### config.mk
export PLATFORM = sky130hd
export DESIGN_NAME = match_controller
export DESIGN_NICKNAME = d
export VERILOG_FILES = /design/src/rtl/match_controller.sv
export SDC_FILE = /design/constraint.sdc
export NUM_CORES = 1
export LEC_CHECK = 0
export ABC_AREA = 1
export BUFFER_PORTS_ARGS = -buffer_cell sky130_fd_sc_hd__buf_2
export CAP_MARGIN = 20
export CORE_MARGIN = 2
export CORE_UTILIZATION = 52
export DETAILED_ROUTE_END_ITERATION = 8
export HOLD_SLACK_MARGIN = 0.15
export PLACE_DENSITY_LB_ADDON = 0.3
export SYNTH_ARGS = -nofsm -noshare
export SYNTH_HDL_FRONTEND = slang
export SYNTH_SLANG_ARGS = --single-unit
### constraint.sdc
create_clock -name clk25 -period 1.6 [get_ports clk25]
set_clock_uncertainty 0.15 [all_clocks]
set_input_delay 0.08 -clock clk25 [delete_from_list [all_inputs] [get_ports clk25]]
set_output_delay 0.08 -clock clk25 [all_outputs]
set_load 0.01 [all_outputs]
### src/rtl/match_controller.sv
// rtl/match_controller.sv - air-hockey match sequencing: serve, play, goal, game over, BCD scores
// Optional PAUSE state from PLAY is built when MATCH_PAUSE_EN is defined.
module match_controller #(
    parameter int WIN_SCORE    = 7,
    parameter int SERVE_FRAMES = 60,
    parameter int GOAL_FRAMES  = 90
) (
    input  logic       clk25,
    input  logic       rst,
    input  logic       frame_tick,
    input  logic       btns,
    input  logic       goal_p1,
    input  logic       goal_p2,
    output logic       play_en,
    output logic       puck_reset,
    output logic       serve_dir,
    output logic [3:0] p1_ones,
    output logic [2:0] p1_tens,
    output logic [3:0] p2_ones,
    output logic [2:0] p2_tens,
    output logic [1:0] winner,
    output logic [2:0] state
);

    typedef enum logic [2:0] {
        S_IDLE  = 3'd0,
        S_SERVE = 3'd1,
        S_PLAY  = 3'd2,
        S_GOAL  = 3'd3,
        S_OVER  = 3'd4,
        S_PAUSE = 3'd5
    } state_t;

    localparam logic [3:0] WIN_ONES   = 4'(WIN_SCORE % 10);
    localparam logic [2:0] WIN_TENS   = 3'(WIN_SCORE / 10);
    localparam logic [7:0] SERVE_LAST = 8'(SERVE_FRAMES - 1);
    localparam logic [7:0] GOAL_LAST  = 8'(GOAL_FRAMES - 1);

    state_t     st;
    logic [7:0] frame_cnt;
    logic       btn_q;
    logic       btn_prev;
    logic       btn_armed;
    logic       press;
    logic       p1_win;
    logic       p2_win;

    // btn_armed stays low until the button is seen released, so a button
    // held through reset never registers as a press.
    assign press  = btn_q & ~btn_prev & btn_armed;
    assign p1_win = (p1_ones == WIN_ONES) && (p1_tens == WIN_TENS);
    assign p2_win = (p2_ones == WIN_ONES) && (p2_tens == WIN_TENS);
    assign state  = st;

    function automatic logic [6:0] bcd_inc(input logic [2:0] tens, input logic [3:0] ones);
        if (ones == 4'd9)
            return {tens + 3'd1, 4'd0};
        else
            return {tens, ones + 4'd1};
    endfunction

    always_ff @(posedge clk25 or posedge rst) begin
        if (rst) begin
            st         <= S_IDLE;
            frame_cnt  <= 8'd0;
            btn_q      <= 1'b0;
            btn_prev   <= 1'b0;
            btn_armed  <= 1'b0;
            play_en    <= 1'b0;
            puck_reset <= 1'b0;
            serve_dir  <= 1'b0;
            p1_ones    <= 4'd0;
            p1_tens    <= 3'd0;
            p2_ones    <= 4'd0;
            p2_tens    <= 3'd0;
            winner     <= 2'b00;
        end else begin
            btn_q      <= btns;
            btn_prev   <= btn_q;
            btn_armed  <= btn_armed | ~btns;
            puck_reset <= 1'b0;
            case (st)
                S_IDLE, S_OVER: begin
                    if (press) begin
                        st         <= S_SERVE;
                        frame_cnt  <= 8'd0;
                        puck_reset <= 1'b1;
                        p1_ones    <= 4'd0;
                        p1_tens    <= 3'd0;
                        p2_ones    <= 4'd0;
                        p2_tens    <= 3'd0;
                        winner     <= 2'b00;
                    end
                end
                S_SERVE: begin
                    if (frame_tick) begin
                        if (frame_cnt == SERVE_LAST) begin
                            st        <= S_PLAY;
                            play_en   <= 1'b1;
                            frame_cnt <= 8'd0;
                        end else begin
                            frame_cnt <= frame_cnt + 8'd1;
                        end
                    end
                end
                S_PLAY: begin
                    // Simultaneous goals are treated as a void point and re-served.
                    if (goal_p1 && goal_p2) begin
                        st         <= S_SERVE;
                        play_en    <= 1'b0;
                        puck_reset <= 1'b1;
                        frame_cnt  <= 8'd0;
                    end else if (goal_p1) begin
                        st                 <= S_GOAL;
                        play_en            <= 1'b0;
                        serve_dir          <= 1'b1;
                        frame_cnt          <= 8'd0;
                        {p1_tens, p1_ones} <= bcd_inc(p1_tens, p1_ones);
                    end else if (goal_p2) begin
                        st                 <= S_GOAL;
                        play_en            <= 1'b0;
                        serve_dir          <= 1'b0;
                        frame_cnt          <= 8'd0;
                        {p2_tens, p2_ones} <= bcd_inc(p2_tens, p2_ones);
                    end
`ifdef MATCH_PAUSE_EN
                    else if (press) begin
                        st      <= S_PAUSE;
                        play_en <= 1'b0;
                    end
`endif
                end
                S_GOAL: begin
                    if (frame_tick) begin
                        if (frame_cnt == GOAL_LAST) begin
                            frame_cnt <= 8'd0;
                            if (p1_win) begin
                                st     <= S_OVER;
                                winner <= 2'b01;
                            end else if (p2_win) begin
                                st     <= S_OVER;
                                winner <= 2'b10;
                            end else begin
                                st         <= S_SERVE;
                                puck_reset <= 1'b1;
                            end
                        end else begin
                            frame_cnt <= frame_cnt + 8'd1;
                        end
                    end
                end
`ifdef MATCH_PAUSE_EN
                S_PAUSE: begin
                    if (press) begin
                        st      <= S_PLAY;
                        play_en <= 1'b1;
                    end
                end
`endif
                default: begin
                    st      <= S_IDLE;
                    play_en <= 1'b0;
                end
            endcase
        end
    end

endmodule

==> flow_summary.yaml, run 1 <==
global_route:
  grt_usage: 0.236
  gr-total-overflow: 0
  antenna_found_initial: 0
  first_global_vias: 1954
  grt_pass1_wl_um: 8100
  grt_max_degree: 34
cts:
  h-tree-depth: 2
  cts_tree: "done"
  clk_pin_slew_worst_paths_ps: 60
  clock_sinks: 33
  clockBufferDepth: 2
  insertion_delay_ps: 280
  numCtsBuffers: 5
  cts_root_buf: "clkbuf_8"
pwr:
  switching_power_mw: 1.78
  sw_frac_of_total: 0.440
  peakVddDrop_mv: 0.982
  clkPwrFrac: 0.144
  seqPwrFrac: 0.268
  internal-power_mw: 2.27
  power_leakage_nw: 1.54
  comb_power_share: 0.587
  power.density_nw_per_um2: 1390
sta:
  max_freq_ghz: 0.619
  fin_ws_ps: -14.3
  period_share: 1.01
  hold_viol: 0
  fin_setup_tns_ps: -43.9
  max_slew_margin: 0.719
  maxSlewViolCount: 0
  setup_viol: 6
  rsz0062_at_grt: "yes"
  fin_worst_hold_slack_ps: 169
  fin_crit_ps: 1610
  worst_slew_pin_slew_ps: 421
floorplan:
  die-area_um2: 4520
  die_x_um: 67.2
  core_area_um2: 3740
  num_rows: 22
  ioPinCount: 28
  fp.dieH_um: 67.2
  start_util: 0.555
setup_path:
  start_kind: "flip-flop"
  crit_chain: "buf_6, nor3_4, nand2_1, nand2_2, nor2_2, buf_4, nand3_2, nand2_1"
  worst_path_largest_cell_delay_ps: 430
  crit_fanout: 4
  cp-end-kind: "flip-flop"
  cp_slowest_cell: "dfrtp_1"
  arrival_ps: 1630
  cp_num_buf_inv: 2
  crit_family: "simple AND/OR/NAND/NOR gates"
  cpMostUsedCell: "nand2_1"
  crit_required_ps: 1620
  crit_type: "flip-flop to flip-flop"
yosys:
  async_reset_ff_frac: 1.00
  netlist_instances: 286
  ys_ff_latch: 33
  synth_area_per_cell_um2: 7.26
  synth_edf_count: 0
  synth_top_cell_by_area: "dfrtp_1"
  synth.distinct_cells: 25
  synth.area.top_cells: "dfrtp_1, nand2_1, ha_1, nand3_1, inv_1"
  synthTopCellsByCount: "nand2_1, dfrtp_1, inv_1, nor2_1, nand3_1"
  synthesis.nets: 304
  ys.flop_type: "dfrtp_1"
  syn_area_um2: 2080
  synth-warning-count: 0
  yosys.area.top_type_share: 0.398
  yosysMostFrequentCell: "nand2_1"
  seq_area_frac_synth: 0.398
route:
  first_pass_iters: 4
  wl_per_cell_um: 13.1
  drcViolationCount: 0
  drt_iter0_drc: 175
  vias_per_cell: 5.20
  wl_um: 5400
  ant_nets: 0
  dr_total_vias: 2141
layout:
  drive_gt1_frac: 0.368
  antennaDiodeCount: 0
  finalNetCount: 381
  area_growth_pct: 40.5
run_status:
  outcome: "complete, but fails checks"
  violations: "negative setup slack"
hold_path:
  hold_class: "input pin to flip-flop"
placement:
  hpwl_um: 3400
  portBuffers: 27
  place_congestion: 0.838
job:
  maxCapViolations: 0
==> layout by cell type, fill, tap and decap left out, types with 2 or more instances in the layout <==
cell type	n
buf_4	35
ha_1	9
o21ai_4	2
inv_2	6
nor3_1	3
xor2_1	4
inv_1	29
nand2_4	4
clkbuf_1	3
dfrtp_2	2
nand4_1	4
nand3_1	23
nor2_1	20
nor3_4	2
o21ai_1	8
buf_6	3
buf_2	27
nand2_2	13
nand3_2	7
clkbuf_8	5
nor2_4	7
xnor2_1	4
nand3b_1	3
nand2_1	80
a21oi_1	2
dfrtp_1	31
ha_2	3
nor2_2	12
dlygate4sd3_1	6
==> worst paths after layout <==
path,start,to,slack [ps],cells past startpoint
worst max-delay path,state[1]$_DFFE_PP0P_,state[2]$_DFFE_PP0P_,-10,8
min in group asynchronous,rst,p2_tens[1]$_DFFE_PP0P_,280,4
max in group asynchronous,rst,state[2]$_DFFE_PP0P_,700,4
worst max register to register,state[1]$_DFFE_PP0P_,state[2]$_DFFE_PP0P_,-10,8
worst min register to register,btn_q$_DFF_PP0_,btn_prev$_DFF_PP0_,240,0
worst min-delay path,goal_p1,p1_ones[2]$_DFFE_PP0P_,170,5
==> worst reg2reg max path: cells and delay by family (launching register included) <==
kind | cells | cell delay, ps
buffers and inverters | 2 | 300
DFF | 1 | 430
and+or+nand+nor | 6 | 630
==> registers in the layout, summed over array words and instances (netlist names) <==
name        flops
btn_armed       1
btn_prev        1
btn_q           1
frame_cnt       8
p1_ones         4
p1_tens         3
p2_ones         4
p2_tens         3
play_en         1
puck_reset      1
serve_dir       1
state           3
winner          2
==> cells by family (layout without fill, tap and decap cells) <==
| kind of cell | count (synthesis) | count (layout) | share of synthesized area |
|---|---|---|---|
| simple gates | 180 | 180 | 0.386 |
| buf+inv | 38 | 116 | 0.0723 |
| flops | 33 | 33 | 0.398 |
| compound gates | 15 | 15 | 0.0386 |
| fa+ha+maj | 12 | 12 | 0.0723 |
| xor+xnor | 8 | 8 | 0.0337 |
==> power by group through the flow <==
stage	logic (mW)	clock network, mW	registers [mW]
2_1_floorplan	1.08	0	1.14
3_3_place_gp	1.72	0	1.09
3_5_place_dp	1.74	0	1.09
4_1_cts	1.85	0.601	1.08
5_1_grt	2.62	0.627	1.10
6_report	2.38	0.585	1.09
==> through the flow <==
stage | power, mW | instance area, um^2 | utilization | instances | setup slack, ps
after floorplan | 2.23 | 2080 | - | 286 | 13.3
after global placement | 2.80 | 2460 | 0.658 | 386 | -84.5
after detailed placement | 2.84 | 2460 | 0.658 | 386 | -157
after CTS | 3.53 | 2650 | 0.708 | 403 | -18.6
after global routing | 4.35 | 2920 | 0.780 | 412 | -135
final | 4.05 | 2920 | 0.780 | 412 | -14.3
==> repair_timing <==
| item | CTS | global route |
|---|---|---|
| hold endpoints to repair | 44 | 0 |
| buffers inserted | 3 | 9 |
| hold buffers | 6 | 0 |
| setup endpoints to repair | 24 | 29 |
| pin swaps | 5 | 18 |
| gates resized for setup | 8 | 53 |
==> routing by layer <==
metal / global-route usage / vias to the layer above / share of wire
met4: 0.0510 / 0 / 0.012
met5: 0 / - / 0
met3: 0.0500 / 8 / 0.045
met1: 0.306 / 1025 / 0.43
li1: - / 1052 / -
met2: 0.406 / 56 / 0.51
==> layout make-up <==
type | count | area [um^2]
Sequential cell | 33 | 828
Clock buffer | 8 | 80.1
Multi-Input combinational cell | 215 | 1300
Fill cell | 248 | 825
Timing Repair Buffer | 72 | 512
Tap cell | 48 | 60.1
Inverter | 36 | 138
(Power assumes the default switching activity.)
==> run 2: changes to the inputs <==
--- a/config.mk
+++ b/config.mk
@@ -5,14 +5,14 @@
 export SDC_FILE = /design/constraint.sdc
 export NUM_CORES = 1
 export LEC_CHECK = 0
-export ABC_AREA = 1
 export BUFFER_PORTS_ARGS = -buffer_cell sky130_fd_sc_hd__buf_2
 export CAP_MARGIN = 20
 export CORE_MARGIN = 2
-export CORE_UTILIZATION = 52
+export CORE_UTILIZATION = 51
 export DETAILED_ROUTE_END_ITERATION = 8
 export HOLD_SLACK_MARGIN = 0.15
 export PLACE_DENSITY_LB_ADDON = 0.3
+export SLEW_MARGIN = 20
 export SYNTH_ARGS = -nofsm -noshare
 export SYNTH_HDL_FRONTEND = slang
 export SYNTH_SLANG_ARGS = --single-unit
==> run 2 against run 1 <==
Net effect: global-route usage up 6.9 points; routed wire length grew 22%; critical path depth shrank 2; via count down 0.51%; cell count down 13%; worst setup slack worse by 390 ps; first-iteration DRC count up 21%; sequential share of layout area shrank 1.8 points; non-clock buffer count rose by 29; the run still ends with negative setup slack left; critical path type unchanged.
==> flow_summary.yaml, run 2 <==
run_status:
  outcome: "complete, but fails checks"
  violations: "negative setup slack"
setup_path:
  crit_required_ps: 1660
  crit_type: "flip-flop to flip-flop"
  cp_num_buf_inv: 1
  crit_family: "simple AND/OR/NAND/NOR gates"
  regToRegEndpoint: "p2_ones[3]$_DFFE_PP0P_"
  rr_worst_depth: 6
  arrival_ps: 2060
  start_kind: "flip-flop"
  cp_slowest_cell: "dfrtp_2"
  crit_fanout: 8
  cp-end-kind: "flip-flop"
  crit_chain: "buf_4, nor4bb_4, a41oi_2, or2_4, nand2b_4, o31ai_1"
  worst_path_largest_cell_delay_ps: 450
  reg2reg_slack_ps: -400
  rr_startpoint: "state[1]$_DFFE_PP0P_"
layout:
  fill_cells: 188
  finalNetCount: 327
  layout_common_cells: "buf_4, dfrtp_1, buf_2"
  area_growth_pct: 58.2
  largest_register: "frame_cnt"
  multiInputGateArea_um2: 1360
  top_regs: "frame_cnt x8, p1_ones x4, p2_ones x4"
  drive_gt1_frac: 0.532
  antennaDiodeCount: 0
  largest_reg_flops: 8
  final_common_cell: "buf_4"
  seqCellArea_um2: 830
  instances_no_fill: 358
yosys:
  synth_area_per_cell_um2: 9.52
  ys.flop_type: "dfrtp_1"
  synthesis.nets: 225
  synth_edf_count: 0
  ys_ff_latch: 33
  synth_top_cell_by_area: "dfrtp_1"
  synth.area.top_cells: "dfrtp_1, ha_1, nand2_1, o21ai_0, o31ai_2"
  syn_area_um2: 1970
  async_reset_ff_frac: 1.00
  seq_area_frac_synth: 0.419
  yosys.area.top_type_share: 0.419
  synth.distinct_cells: 47
  synth-warning-count: 0
  synthTopCellsByCount: "dfrtp_1, nand2_1, nor2_1"
  yosysMostFrequentCell: "dfrtp_1"
  netlist_instances: 207
global_route:
  gr-total-overflow: 0
  antenna_found_initial: 0
  grt_pass1_wl_um: 9960
  grt_usage: 0.305
  grt_max_degree: 34
  first_global_vias: 2111
sta:
  fin_crit_ps: 2000
  maxSlewViolCount: 0
  max_slew_margin: 0.706
  period_share: 1.25
  max_freq_ghz: 0.500
  rsz0062_at_grt: "yes"
  setup_viol: 30
  fin_ws_ps: -402
  worst_slew_pin_slew_ps: 441
  hold_viol: 0
job:
  maxCapViolations: 0
cts:
  h-tree-depth: 2
  cts_root_buf: "clkbuf_8"
  clk_pin_slew_worst_paths_ps: 70
  insertion_delay_ps: 300
  numCtsBuffers: 5
  clockBufferDepth: 2
  clock_sinks: 33
  cts_tree: "done"
pwr:
  power_leakage_nw: 1.51
  power_mw: 4.87
  power.density_nw_per_um2: 1560
  peakVddDrop_mv: 1.02
floorplan:
  num_rows: 22
  start_util: 0.534
  die-area_um2: 4380
  core_area_um2: 3690
  fp.dieH_um: 66.2
  die_x_um: 66.2
  ioPinCount: 28
placement:
  portBuffers: 27
  place_congestion: 0.954
  place_ws_ps: -388
  place_inst: 338
  hpwl_um: 3720
route:
  ant_nets: 0
  highest-signal-layer: "met4"
  wl_um: 6580
  met2_length_um: 3170
  vias_per_cell: 5.95
  drt-met1-wl_um: 2690
  drcViolationCount: 0
  drt_iter0_drc: 211
  wl_met3_um: 449
  wl_per_cell_um: 18.4
  first_pass_iters: 4
  dr_total_vias: 2130
hold_path:
  hold_class: "input pin to asynchronous set/reset pin"
-- run 2: changes by cell type after synthesis, sizes merged, moves of 5 or more --
cell	previous run	this run
or2	1	6
inv	36	11
nand3	31	6
o21ai	10	18
nand2b	0	6
nor2	39	13
nand2	97	24
o31ai	0	9
-- run 2: report_power, final --
part	internal [mW]	switching, mW	total, mW
registers	1.05	0.182	1.23
logic	1.54	1.49	3.02
clock network	0.301	0.322	0.623
total	2.89	1.99	4.87
-- run 2: cell families (layout without fill, tap and decap cells) --
family                     after synthesis  in the layout  synth area share
adders and majority gates               12             12            0.0762
buffers and inverters                   17            120            0.0387
muxes                                    4              4            0.0216
and+or+nand+nor                         82             82             0.227
AOI/OAI and AO/OA                       58             58             0.213
xor gates and xnor gates                 1              1           0.00445
DFF                                     33             33             0.419
-- run 2: how the worst max path moves through the flow --
stage                         start                     end  depth (start not counted)
2_1_floorplan  state[2]$_DFFE_PP0P_  p1_tens[2]$_DFFE_PP0P_                          7
3_3_place_gp   state[1]$_DFFE_PP0P_  p2_ones[0]$_DFFE_PP0P_                          6
3_5_place_dp   state[1]$_DFFE_PP0P_  p2_ones[3]$_DFFE_PP0P_                          6
4_1_cts        state[1]$_DFFE_PP0P_  p1_tens[0]$_DFFE_PP0P_                          6
5_1_grt        state[1]$_DFFE_PP0P_  p1_ones[3]$_DFFE_PP0P_                          7
6_report       state[1]$_DFFE_PP0P_  p2_ones[3]$_DFFE_PP0P_                          6
-- run 2: final cells by class --
cell class / instances / share of cell area
inverter: 11 / 0.0132
sequential: 33 / 0.266
timing repair buffer: 101 / 0.238
clock buffer: 6 / 0.0233
tap: 48 / 0.0193
multi-input combinational: 157 / 0.437
clock inverter: 2 / 0.00321
-- run 2: repair_timing --
| item | 4_1_cts | 5_1_grt |
|---|---|---|
| setup endpoints to repair | 29 | 30 |
| cloned | 1 | 0 |
| setup buffers | 4 | 3 |
| hold buffers | 5 | 0 |
| pin swaps | 15 | 11 |
| hold endpoints to repair | 37 | 0 |
| gates resized for setup | 41 | 34 |
-- run 2: worst reg2reg max path, cell delays in order (launching register included) --
cell and delay, ps:
dfrtp_2 450, buf_4 180, nor4bb_4 380, a41oi_2 90
or2_4 310, nand2b_4 170, o31ai_1 180
-- run 2: per-layer routing --
layer  global-route usage  vias up
met5                    0        -
met4                0.130        0
met3               0.0664       33
met2                0.511      102
met1                0.377     1039
li1                     -      956
-- run 2: stage by stage --
stage / hold slack [ps] / instance area [um^2] / util / setup TNS, ps
2_1_floorplan: -38.6 / 2020 / - / -5230
3_3_place_gp: 40.1 / 2630 / 0.712 / -6010
3_5_place_dp: 47.1 / 2630 / 0.712 / -7020
4_1_cts: 253 / 2970 / 0.804 / -5230
5_1_grt: 301 / 3120 / 0.845 / -10050
6_report: 275 / 3120 / 0.845 / -8330
